File: src/rtl/rotor_pkg.sv
// Shared types and default timing constants for the birdhouse lid servo.
package rotor_pkg;

    typedef enum logic [1:0] {
        CLOSED  = 2'd0,
        OPENING = 2'd1,
        OPEN    = 2'd2,
        CLOSING = 2'd3
    } rotor_state_t;

    // Defaults assume a 100 MHz clock and a standard 50 Hz hobby servo.
    localparam int DEF_PERIOD_CYCLES = 2_000_000;
    localparam int DEF_PULSE_MIN     = 100_000;
    localparam int DEF_PULSE_MAX     = 200_000;
    localparam int DEF_STEP          = 2_000;
    localparam int DEF_HOLD_FRAMES   = 50;

endpackage

File: src/rtl/rotor_servo_frame_timer.sv
// servo_frame_timer: free-running PWM frame counter with a one-cycle strobe on the last cycle of each frame.
module servo_frame_timer
    import rotor_pkg::*;
#(
    parameter int PERIOD_CYCLES = DEF_PERIOD_CYCLES,
    parameter int W             = $clog2(PERIOD_CYCLES + 1)
) (
    input  logic         clock,
    input  logic         reset,
    output logic [W-1:0] fc,
    output logic         boundary
);

    localparam logic [W-1:0] LAST = W'(PERIOD_CYCLES - 1);

    assign boundary = (fc == LAST);

    always_ff @(posedge clock or negedge reset) begin
        if (!reset) begin
            fc <= '0;
        end else if (boundary) begin
            fc <= '0;
        end else begin
            fc <= fc + W'(1);
        end
    end

endmodule

File: src/rtl/rotor_servo.sv
// Rate-limited hobby-servo driver for the birdhouse lid rotor flag.
// Define ROTOR_SERVO_HOLD_EN to keep the lid open for at least HOLD_FRAMES frames.
module rotor_servo
    import rotor_pkg::*;
#(
    parameter int PERIOD_CYCLES = DEF_PERIOD_CYCLES,
    parameter int PULSE_MIN     = DEF_PULSE_MIN,
    parameter int PULSE_MAX     = DEF_PULSE_MAX,
    parameter int STEP          = DEF_STEP,
    parameter int HOLD_FRAMES   = DEF_HOLD_FRAMES
) (
    input  logic clock,
    input  logic reset,
    input  logic rotor_req,
    output logic pwm,
    output logic busy,
    output logic at_open,
    output logic at_closed
);

    localparam int W = $clog2(PERIOD_CYCLES + 1);
    localparam logic [W-1:0] PW_MIN = W'(PULSE_MIN);
    localparam logic [W-1:0] PW_MAX = W'(PULSE_MAX);

    generate
        if (!(PULSE_MIN < PULSE_MAX && PULSE_MAX < PERIOD_CYCLES && STEP >= 1 && HOLD_FRAMES >= 0)) begin : g_param_check
            $fatal(1, "rotor_servo: need PULSE_MIN < PULSE_MAX < PERIOD_CYCLES and STEP >= 1");
        end
    endgenerate

    // Move one frame toward the target, landing exactly on it when within STEP.
    function automatic logic [W-1:0] ramp_step(input logic [W-1:0] cur, input logic [W-1:0] tgt);
        logic [W-1:0] diff;
        if (cur < tgt) begin
            diff = tgt - cur;
            ramp_step = (32'(diff) <= STEP) ? tgt : cur + W'(STEP);
        end else begin
            diff = cur - tgt;
            ramp_step = (32'(diff) <= STEP) ? tgt : cur - W'(STEP);
        end
    endfunction

    logic [W-1:0] fc;
    logic         boundary;
    logic [W-1:0] pw, pw_nxt;
    rotor_state_t state, state_nxt;
    logic         req_eff;

    servo_frame_timer #(
        .PERIOD_CYCLES(PERIOD_CYCLES),
        .W            (W)
    ) u_timer (
        .clock   (clock),
        .reset   (reset),
        .fc      (fc),
        .boundary(boundary)
    );

`ifdef ROTOR_SERVO_HOLD_EN
    localparam int HW = $clog2(HOLD_FRAMES + 2);
    logic [HW-1:0] hold;

    // While the hold is pending an OPEN lid behaves as if the request were still high.
    assign req_eff = rotor_req | ((state == OPEN) && (hold != '0));

    always_ff @(posedge clock or negedge reset) begin
        if (!reset) begin
            hold <= '0;
        end else if (boundary) begin
            if (state != OPEN && state_nxt == OPEN) begin
                hold <= HW'(HOLD_FRAMES);
            end else if (state == OPEN && hold != '0) begin
                hold <= hold - HW'(1);
            end
        end
    end
`else
    assign req_eff = rotor_req;
`endif

    always_comb begin
        pw_nxt    = pw;
        state_nxt = state;
        if (boundary) begin
            pw_nxt = ramp_step(pw, req_eff ? PW_MAX : PW_MIN);
            case (state)
                CLOSED: begin
                    if (req_eff) state_nxt = (pw_nxt == PW_MAX) ? OPEN : OPENING;
                end
                OPENING: begin
                    if (!req_eff)              state_nxt = (pw_nxt == PW_MIN) ? CLOSED : CLOSING;
                    else if (pw_nxt == PW_MAX) state_nxt = OPEN;
                end
                OPEN: begin
                    if (!req_eff) state_nxt = (pw_nxt == PW_MIN) ? CLOSED : CLOSING;
                end
                CLOSING: begin
                    if (req_eff)               state_nxt = (pw_nxt == PW_MAX) ? OPEN : OPENING;
                    else if (pw_nxt == PW_MIN) state_nxt = CLOSED;
                end
                default: state_nxt = CLOSED;
            endcase
        end
    end

    always_ff @(posedge clock or negedge reset) begin
        if (!reset) begin
            state <= CLOSED;
            pw    <= PW_MIN;
            pwm   <= 1'b0;
        end else begin
            state <= state_nxt;
            pw    <= pw_nxt;
            pwm   <= (fc < pw);
        end
    end

    assign busy      = (state == OPENING) || (state == CLOSING);
    assign at_open   = (state == OPEN);
    assign at_closed = (state == CLOSED);

endmodule

File: config.mk
export PLATFORM = sky130hd
export DESIGN_NAME = rotor_servo
export DESIGN_NICKNAME = d
export VERILOG_FILES = /design/src/rtl/rotor_pkg.sv /design/src/rtl/rotor_servo_frame_timer.sv /design/src/rtl/rotor_servo.sv
export SDC_FILE = /design/constraint.sdc
export NUM_CORES = 1
export LEC_CHECK = 0
export BUFFER_PORTS_ARGS = -buffer_cell sky130_fd_sc_hd__buf_2
export CORE_UTILIZATION = 40
export CTS_BUF_LIST = sky130_fd_sc_hd__clkbuf_8
export DETAILED_ROUTE_END_ITERATION = 12
export SYNTH_ARGS = -nofsm -noshare
export SYNTH_HDL_FRONTEND = slang
export SYNTH_SLANG_ARGS = --single-unit
File: constraint.sdc
create_clock -name clock -period 5.28 [get_ports clock]
set_input_delay 1.32 -clock clock [delete_from_list [all_inputs] [get_ports clock]]
set_output_delay 1.32 -clock clock [all_outputs]
set_load 0.01 [all_outputs]
==> impl_results.md <==
* Result of the run: finished, final reports clean
* Final Non-Filler Cells at 844
* Final setup fails at 0
* Largest net degree at the start of global routing at 46
* Worst R2R Start: pw[15]
* Vertical die dimension at 112 um
* Die ar. at 0.0125 mm^2
* Buffers on Ports at 6
* Number of buffers inserted during clock tree synthesis at 5
* Leakage power summed over all cells at 2.77 nW
* Number of nets in the layout at roughly 740
* H-tree Lvls at 2
* P per Cell Area at 131 mW/mm^2
* Number of instances in the placed design at 826
* Number of enable flip-flop cells after synthesis at 0
* Root buffer selected by CTS: sky130_fd_sc_hd__clkbuf_8
* Via density per instance at roughly 6.2
* Count of endpoints failing hold in the final timing report at 0
* Maximum vdd drop at 0.181 mV
* Final estimated routing congestion in global placement at 0.950
* Floorplan core area at 0.0116 mm^2
* Inserted Diodes at 0
* Vias at between 5000 and 6000
* Type of the worst min-delay path: reg -> reg
* Max Cap Violations at 0
* Reg clk slew, reported paths at 0.10 ns
* Crit path from: rotor_req
* Combined area of the multi-input logic cells at 0.00365 mm^2
* Buffer levels on the longest clock path at 2
* Highest clock rate at 193 MHz
* Warnings, synthesis at 0
* Design Power at ~0.8 mW
* Drt drc at 0
* Worst skew pair latency at 0.31 ns
* Crit path required time at 5.47 ns
* Sequential Area at roughly 0.0011 mm^2
* Most numerous cell types in the synthesized netlist: 58 x sky130_fd_sc_hd__nor2_1, 57 x sky130_fd_sc_hd__nand2_1, 39 x sky130_fd_sc_hd__dfrtp_1
* Time the final worst path needs with I/O delays and setup at 5.19 ns
* Remaining antenna violation count after routing at 0
* Worst hold slack at 0.503 ns
* Yosys top cell area share at 0.202
* Synthesized area at approximately 0.0048 mm^2
* Launch point of the worst hold path: u_timer.fc[0]
* Initial antenna violation count at 0
* Setup Crit Path Kind: in -> reg
* Starting Density at 0.417
* Number of hold buffers added after cts at 0
* Critical Path End Type: flop
* Final clock skew at 0.00578 ns
* Average footprint of a synthesized cell at 7.85 um^2
* Die width at about 110 um
* Number of global-route vias before repair at 4958
* Area growth, synth to finish at 26.6%
* Synth unique cells at slightly above 80
* Number of top-level pins at 7
* Placement row count at 39
* Fill cells at 1114
* Post-synthesis instance total at 614
* Initial drt markers at 680
* Syn Nets at about 660
* Final Max Tran Viols at 0
* First-pass GRT wire length at 25700 um
* Number of sinks on the clock net at 45
* Setup_tns at 0 ns
* Proportion of layout cells with a drive suffix above 1 at 0.260
* Yosys top cell by area: sky130_fd_sc_hd__dfrtp_1
* Setup crit start kind: primary input
* Worst Tran Pin Value at 1.03 ns
* Detailed-route wire length at 16100 um
* HPWL after DPL at 12200 um
* TritonCTS clock tree: yes
* Register bit total from synthesis at 45
* Most used DFF post-synth: sky130_fd_sc_hd__dfrtp_1
* Library cell with the highest instance count after synthesis: sky130_fd_sc_hd__nor2_1
* Tot GR Track Use at 0.256
* Post-route clock period utilization at 0.983
* Proportion of synthesized chip area in sequential cells at 0.235
* Worst slew slack as a fraction of its limit at 0.315
* Grt ovf at 0
* DR WL/cell at between 15 and 20 um
* Worst Path Arrival at 5.38 ns
* Drt pass-1 iters at 5
* Top post-synthesis cells by area: sky130_fd_sc_hd__dfrtp_1 20%, sky130_fd_sc_hd__ha_1 9.9%, sky130_fd_sc_hd__nor2_1 4.5%
* FFs w/ async S/R, synth at 1.00
* Critical-path maximum fanout at 6
-- cell usage in the layout (no fill, tap or decap), types with 10 or more instances in the layout --
master and count:
sky130_fd_sc_hd__buf_4 103, sky130_fd_sc_hd__nand2_1 56, sky130_fd_sc_hd__nor2_1 55, sky130_fd_sc_hd__dfrtp_1 39, sky130_fd_sc_hd__o21ai_0 35, sky130_fd_sc_hd__ha_1 34
sky130_fd_sc_hd__inv_1 27, sky130_fd_sc_hd__nand3_1 27, sky130_fd_sc_hd__a21oi_1 26, sky130_fd_sc_hd__nor3_1 24, sky130_fd_sc_hd__xnor2_1 21, sky130_fd_sc_hd__nand4_1 14
sky130_fd_sc_hd__or3_1 14, sky130_fd_sc_hd__xor2_1 14, sky130_fd_sc_hd__a21o_1 12, sky130_fd_sc_hd__nand2b_1 10
-- report_power, final --
part | switching, mW | internal, mW
Sequential | 0.00136 | 0.346
Clock | 0.134 | 0.191
Combinational | 0.0697 | 0.0585
-- layout make-up --
type	instances	area share
clock inverter	3	0.0113
inverter	29	0.0191
tap	143	0.0293
sequential	45	0.186
multi-input combinational	504	0.597
clock buffer	5	0.0113
timing repair buffer	115	0.146
-- worst max-delay path, cell delays in order --
cell                       delay, ns
sky130_fd_sc_hd__buf_4          0.12
sky130_fd_sc_hd__inv_8          0.05
sky130_fd_sc_hd__buf_6          0.13
sky130_fd_sc_hd__ha_4           0.25
sky130_fd_sc_hd__or4b_4         0.46
sky130_fd_sc_hd__buf_6          0.15
sky130_fd_sc_hd__a221oi_2       0.20
sky130_fd_sc_hd__nand4_1        0.11
sky130_fd_sc_hd__or4_4          0.51
sky130_fd_sc_hd__nor4_4         0.34
sky130_fd_sc_hd__buf_12         0.17
sky130_fd_sc_hd__buf_8          0.11
sky130_fd_sc_hd__a31oi_1        0.16
sky130_fd_sc_hd__a221oi_2       0.27
sky130_fd_sc_hd__nand4b_1       0.19
sky130_fd_sc_hd__or4_4          0.52
sky130_fd_sc_hd__a221o_1        0.32
-- final timing paths --
kind	slack [ns]	end	depth (start not counted)
min reg2reg	0.50	u_timer.fc[0]	1
max	0.09	state[1]	17
max reg2reg	0.59	state[1]	15
min in group asynchronous	1.19	u_timer.fc[2]	1
min	0.50	u_timer.fc[0]	1
max in group asynchronous	3.46	pwm	1
-- flip-flops by register name, summed over array words and instances, names as in the netlist --
register	cells
state	2
pwm	1
pw	21
u_timer.fc	21
-- stage by stage --
stage	area, um^2	utilization	worst slack [ns]
5_1_grt	6110	0.528	-0.0250
4_1_cts	5780	0.500	0.0450
6_report	6110	0.528	0.0906
2_1_floorplan	4850	-	0.0103
3_3_place_gp	5640	0.487	-0.308
3_5_place_dp	5640	0.487	-0.389
-- metal layers --
metal  share of wire  routed length (um)  GRT usage  up-vias
li1                -                   -          -     2471
met1            0.44                7030      0.353     2482
met2            0.47                7570      0.423      226
met3           0.063                1010     0.0256       42
met4           0.030                 491     0.0775        0
met5               0                   0          0        -
-- cells by family after synthesis --
group           Yosys count  synth area share
flops                    45             0.235
mux                       3           0.00649
compound gates          162             0.245
fa+ha+maj                39             0.103
xor+xnor                 36            0.0654
buf+inv                  65            0.0586
simple gates            264             0.287
-- what timing repair did --
action                                  CTS  global route
buffers inserted                          0            10
gates cloned                              0             0
endpoints found under the setup margin    1             2
resized for setup                         2            55
pin swaps                                 0            24
(Power assumes the default switching activity.)
